`config.mk`:
```
export PLATFORM = sky130hd
export DESIGN_NAME = elastic_pipe_reg
export DESIGN_NICKNAME = d
export VERILOG_FILES = /design/src/rtl/cpu_types_pkg.sv /design/src/rtl/sat_counter.sv /design/src/rtl/elastic_pipe_reg.sv
export SDC_FILE = /design/constraint.sdc
export NUM_CORES = 1
export LEC_CHECK = 0
export ABC_AREA = 1
export CAP_MARGIN = 0
export CORE_ASPECT_RATIO = 0.9
export CORE_MARGIN = 2
export CORE_UTILIZATION = 41
export DETAILED_ROUTE_END_ITERATION = 8
export GPL_ROUTABILITY_DRIVEN = 0
export GPL_TIMING_DRIVEN = 0
export MAX_ROUTING_LAYER = met4
export PLACE_DENSITY = 0.72
export SLEW_MARGIN = 20
export SYNTH_ARGS = -nofsm -noshare
export SYNTH_HDL_FRONTEND = slang
export SYNTH_SLANG_ARGS = --single-unit
```
`constraint.sdc`:
```
create_clock -name CLK -period 3.4 [get_ports CLK]
set_input_delay 0.85 -clock CLK [delete_from_list [all_inputs] [get_ports CLK]]
set_output_delay 0.85 -clock CLK [all_outputs]
set_load 0.02 [all_outputs]
```
`src/rtl/cpu_types_pkg.sv`:
```
// Shared CPU pipeline types: machine word, default stage depth, NOP encoding
// and the per-stage payload bundles carried through elastic pipeline registers.
package cpu_types_pkg;

    localparam int unsigned XLEN       = 32;
    localparam int unsigned PIPE_DEPTH = 2;

    typedef logic [XLEN-1:0] word_t;

    // addi x0, x0, 0
    localparam word_t NOP_INSTR = 32'h0000_0013;

    typedef struct packed {
        word_t instr;
        word_t npc;
    } if_id_t;

    typedef struct packed {
        word_t      npc;
        word_t      rs1_val;
        word_t      rs2_val;
        word_t      imm;
        logic [4:0] rd;
        logic [3:0] alu_op;
        logic       mem_rd;
        logic       mem_wr;
        logic       reg_wr;
    } id_ex_t;

    // A single-entry buffer still needs a 1-bit pointer to be a legal vector.
    function automatic int unsigned ptr_w(input int unsigned depth);
        return (depth > 1) ? $clog2(depth) : 1;
    endfunction

endpackage

```
`src/rtl/sat_counter.sv`:
```
// Up-counter that sticks at its all-ones value instead of wrapping.
module sat_counter #(
    parameter int unsigned CNT_W = 16
) (
    input  logic             CLK,
    input  logic             RST,
    input  logic             inc,
    output logic [CNT_W-1:0] cnt
);

    logic [CNT_W-1:0] cnt_q, cnt_d;

    always_comb begin
        cnt_d = cnt_q;
        if (inc && (cnt_q != '1)) begin
            cnt_d = cnt_q + CNT_W'(1);
        end
    end

    always_ff @(posedge CLK or posedge RST) begin
        if (RST) begin
            cnt_q <= '0;
        end else begin
            cnt_q <= cnt_d;
        end
    end

    assign cnt = cnt_q;

endmodule

```
`src/rtl/elastic_pipe_reg.sv`:
```
// Elastic pipeline stage register: small circular FIFO with valid/ready handshake,
// stage enable, synchronous flush and a saturating back-pressure counter.
module elastic_pipe_reg
    import cpu_types_pkg::*;
#(
    parameter int unsigned       DATA_W  = 32,
    parameter int unsigned       DEPTH   = PIPE_DEPTH,
    parameter logic [DATA_W-1:0] NOP_VAL = '0,
    parameter int unsigned       CNT_W   = 16
) (
    input  logic                     CLK,
    input  logic                     RST,
    input  logic                     EN,
    input  logic                     flush,
    input  logic                     valid_i,
    input  logic [DATA_W-1:0]        data_i,
    output logic                     ready_o,
    output logic                     valid_o,
    output logic [DATA_W-1:0]        data_o,
    input  logic                     ready_i,
    output logic [$clog2(DEPTH):0]   count_o,
    output logic [CNT_W-1:0]         stall_cnt_o
);

    localparam int unsigned PW = ptr_w(DEPTH);
    localparam int unsigned CW = $clog2(DEPTH) + 1;

    localparam logic [CW-1:0] FULL = CW'(DEPTH);
    localparam logic [PW-1:0] LAST = PW'(DEPTH - 1);

    logic [DATA_W-1:0] mem_q [DEPTH];
    logic [PW-1:0]     wr_ptr_q, wr_ptr_d;
    logic [PW-1:0]     rd_ptr_q, rd_ptr_d;
    logic [CW-1:0]     count_q, count_d;
    logic              push, pop, stall_inc;

    // ready_o is built from local state only, so no ready_i -> ready_o path exists.
    always_comb begin
        ready_o   = EN && (count_q < FULL) && !flush;
        valid_o   = (count_q != '0);
        data_o    = valid_o ? mem_q[rd_ptr_q] : NOP_VAL;
        push      = valid_i && ready_o;
        pop       = valid_o && ready_i && EN && !flush;
        stall_inc = valid_o && !(ready_i && EN);
    end

    always_comb begin
        wr_ptr_d = wr_ptr_q;
        rd_ptr_d = rd_ptr_q;
        count_d  = count_q;
        if (flush) begin
            wr_ptr_d = '0;
            rd_ptr_d = '0;
            count_d  = '0;
        end else begin
            if (push) begin
                wr_ptr_d = (wr_ptr_q == LAST) ? '0 : wr_ptr_q + PW'(1);
            end
            if (pop) begin
                rd_ptr_d = (rd_ptr_q == LAST) ? '0 : rd_ptr_q + PW'(1);
            end
            case ({push, pop})
                2'b10:   count_d = count_q + CW'(1);
                2'b01:   count_d = count_q - CW'(1);
                default: count_d = count_q;
            endcase
        end
    end

    always_ff @(posedge CLK or posedge RST) begin
        if (RST) begin
            wr_ptr_q <= '0;
            rd_ptr_q <= '0;
            count_q  <= '0;
        end else begin
            wr_ptr_q <= wr_ptr_d;
            rd_ptr_q <= rd_ptr_d;
            count_q  <= count_d;
        end
    end

    // Payload storage is left unreset; count_q gates it onto data_o.
    always_ff @(posedge CLK) begin
        if (push) begin
            mem_q[wr_ptr_q] <= data_i;
        end
    end

    assign count_o = count_q;

    sat_counter #(
        .CNT_W (CNT_W)
    ) u_stall_cnt (
        .CLK (CLK),
        .RST (RST),
        .inc (stall_inc),
        .cnt (stall_cnt_o)
    );

endmodule

```
==> key figures <==
Status
  – Status: completed

Worst setup path
  – CP Capture Point: data_o[28]
  – Worst reg2reg startpoint: count_o[1]
  – Nature of the critical path endpoint: output port
  – Crit start category: register
  – Critical path class: register to output port
  – Reg2reg setup slack: approximately 1.5 ns
  – CP required: 2.55 ns
  – Crit path DAT: 2.36 ns
  – Worst Setup SP: count_o[1]
  – Max Fanout on Critical Path: 10
  – R2R cell count: 4
  – R2R Path End: mem_q[0][16]

Drt
  – DRT iter0 DRCs: roughly 110
  – DRC viols: 0
  – Met1 WL: roughly 3500 um
  – Met2 WL: 3890 um
  – Vias per Instance: 4.81
  – WL final: 8000 um
  – DR WL met3: around 570 um
  – DRT Pass-1 Iters: 4
  – DR vias: approximately 2.8k
  – Top Metal Used: met4
  – Average wire per standard cell: 13.7 um
  – Antenna-violating nets left: 0

Finish
  – # fillers: 702
  – Layout cells sized above 1: 6.85%
  – Area Growth Syn to Fin: 36.0%
  – Register Area: around 2400 um^2
  – # diodes: 0
  – # nets final: 501
  – Multi-input logic area: about 1100 um^2
  – Most frequent cells in the layout: nand2_1, clkdlybuf4s50_1, edfxtp_1
  – Commonest non-fill, non-tap cell in the layout: nand2_1
  – Fin area: 4980 um^2

Power
  – Leak pwr: 1.92 nW
  – PD cells: 503 nW/um^2
  – VDD IR-drop max: 290 uV
  – Overall Power: 2.50 mW

Flow run
  – Max Cap Violations: 0

STA
  – Fin Clk Skew: 0.0103 ns
  – Hold Vio Cnt, Final: 0
  – Hold WS: 0.577 ns
  – Final TNS setup: 0 ns
  – Slew Viols, Final: 0
  – RSZ-0062 raised after global routing: false
  – Tcrit/Tclk final: between 90 and 100%
  – Final Critical Period: 3.21 ns
  – Fmax: roughly 310 MHz
  – Slew margin rel.: between 40% and 50%
  – Finish-stage setup viols: 0
  – Worst-Margin Slew: 0.775 ns

Die
  – IO Count: 90
  – Initial core utilization: between 40% and 50%
  – Rows: 32
  – Die ar.: 9700 um^2
  – Die H: 93.6 um
  – Core ar.: 8610 um^2
  – Die extent in x: 104 um

Placement
  – Placed Area: 4770 um^2
  – Post-detail-place hpwl: 5690 um
  – Port Buffer Count: 89

GRT
  – Total track usage: 17.7%
  – Largest net degree at the start of global routing: 21
  – Gr ovfl total: 0
  – Initial antenna violation count: 0
  – Vias in the first global route: approximately 2.8k
  – First-pass GRT wire length: 13,100 um

Yosys
  – Cell count after synthesis: 360
  – Synth cell types: 23
  – Seq cells post-synth: 84
  – Seq/Total Area, Yosys: 66.2%
  – Synth warn: 0
  – Synthesized area: 3660 um^2
  – Synth top area cells: edfxtp_1, nand2_1, dfrtp_1
  – Avg Cell Area, Syn: 10.2 um^2
  – Syn Nets: 399
  – Synth top area share: 52.5%
  – Area leader, netlist: edfxtp_1

Min path
  – Worst hold-check path type: register to register
  – Hold depth: 2

Clock network
  – Clock buffer depth: 2
  – Hold_buf cts: 0
  – Cts bufs inserted: 9
  – Clock Sinks: 84
  – Clock Latency Late Sink: between 0.3 and 0.4 ns
  – Clock root buffer: clkbuf_8
  – Clock-pin slew on the worst setup and hold paths: 0.09 ns
  – CTS tree: built
  – H-tree depth: 3
## layer usage
layer / vias up / global-route usage (%)
li1: 1400 / -
met1: 1311 / 21.2
met2: 96 / 29.4
met3: 9 / 5.30
met4: 0 / 5.29
met5: - / -
## stage by stage
stage | setup WS (ns) | cells | utilization, %
detailed placement | 0.367 | 570 | 55.4
CTS | 0.127 | 586 | 57.8
floorplan | 0.457 | 360 | -
global route | 0.0481 | 586 | 57.8
finish | 0.191 | 586 | 57.8
global placement | -0.808 | 568 | 54.6
## worst max-delay path, stage by stage, from the launching register on
cell and delay (ns):
dfrtp_1 0.44, nor2_1 0.45, clkbuf_1 0.43, a21oi_1 0.11, clkdlybuf4s50_1 0.58
## cell usage after synthesis (all sizes together)
cell / number
nand2: 152
edfxtp: 64
a21oi: 34
nor2: 24
dfrtp: 20
inv: 20
nand3: 11
clkbuf: 10
o21ai: 6
xnor2: 6
nand4: 5
buf: 2
o21bai: 2
xor2: 2
clkinv: 1
ha: 1
## report_power, final
part / internal, mW / total (mW) / switching (mW)
clock network: 0.353 / 0.741 / 0.389
registers: 1.15 / 1.20 / 0.0495
logic: 0.248 / 0.557 / 0.310
total: 1.75 / 2.50 / 0.748
## repair_timing
item,in CTS,in global routing
endpoints found under the setup margin,0,7
gates resized for setup,0,4
buffers inserted,0,0
## flip-flops by register name, indices dropped and copies added, names as in the netlist
name / cells
u_stall_cnt.cnt: 16
mem_q: 64
count_o: 2
wr_ptr_q: 1
rd_ptr_q: 1
## logic make-up (layout without fill, tap and decap cells)
group / count (synthesis) / after routing / share of synthesized area, %
buffers and inverters: 33 / 140 / 3.86
AND/OR/NAND/NOR: 192 / 192 / 21.5
XOR/XNOR: 8 / 8 / 1.92
AO/OA/AOI/OAI: 42 / 42 / 6.19
adder cells (fa/ha/maj): 1 / 1 / 0.342
flip-flops: 84 / 84 / 66.2
## worst min path at each step
stage,from,end
after floorplan,wr_ptr_q,wr_ptr_q
after global placement,wr_ptr_q,wr_ptr_q
after detailed placement,u_stall_cnt.cnt[14],u_stall_cnt.cnt[14]
after CTS,u_stall_cnt.cnt[1],u_stall_cnt.cnt[1]
after global routing,u_stall_cnt.cnt[4],u_stall_cnt.cnt[4]
final,u_stall_cnt.cnt[14],u_stall_cnt.cnt[14]
## layout make-up
cell class | instances | area share, %
multi-input cells | 243 | 22.3
flip-flops and latches | 84 | 48.7
clock buffers | 9 | 2.49
repair buffers | 91 | 19.0
well taps | 119 | 2.99
clock inverters | 7 | 1.63
inverters | 21 | 1.63
plain buffers | 12 | 1.26
Note: power is estimated with default switching activity, not from simulation.
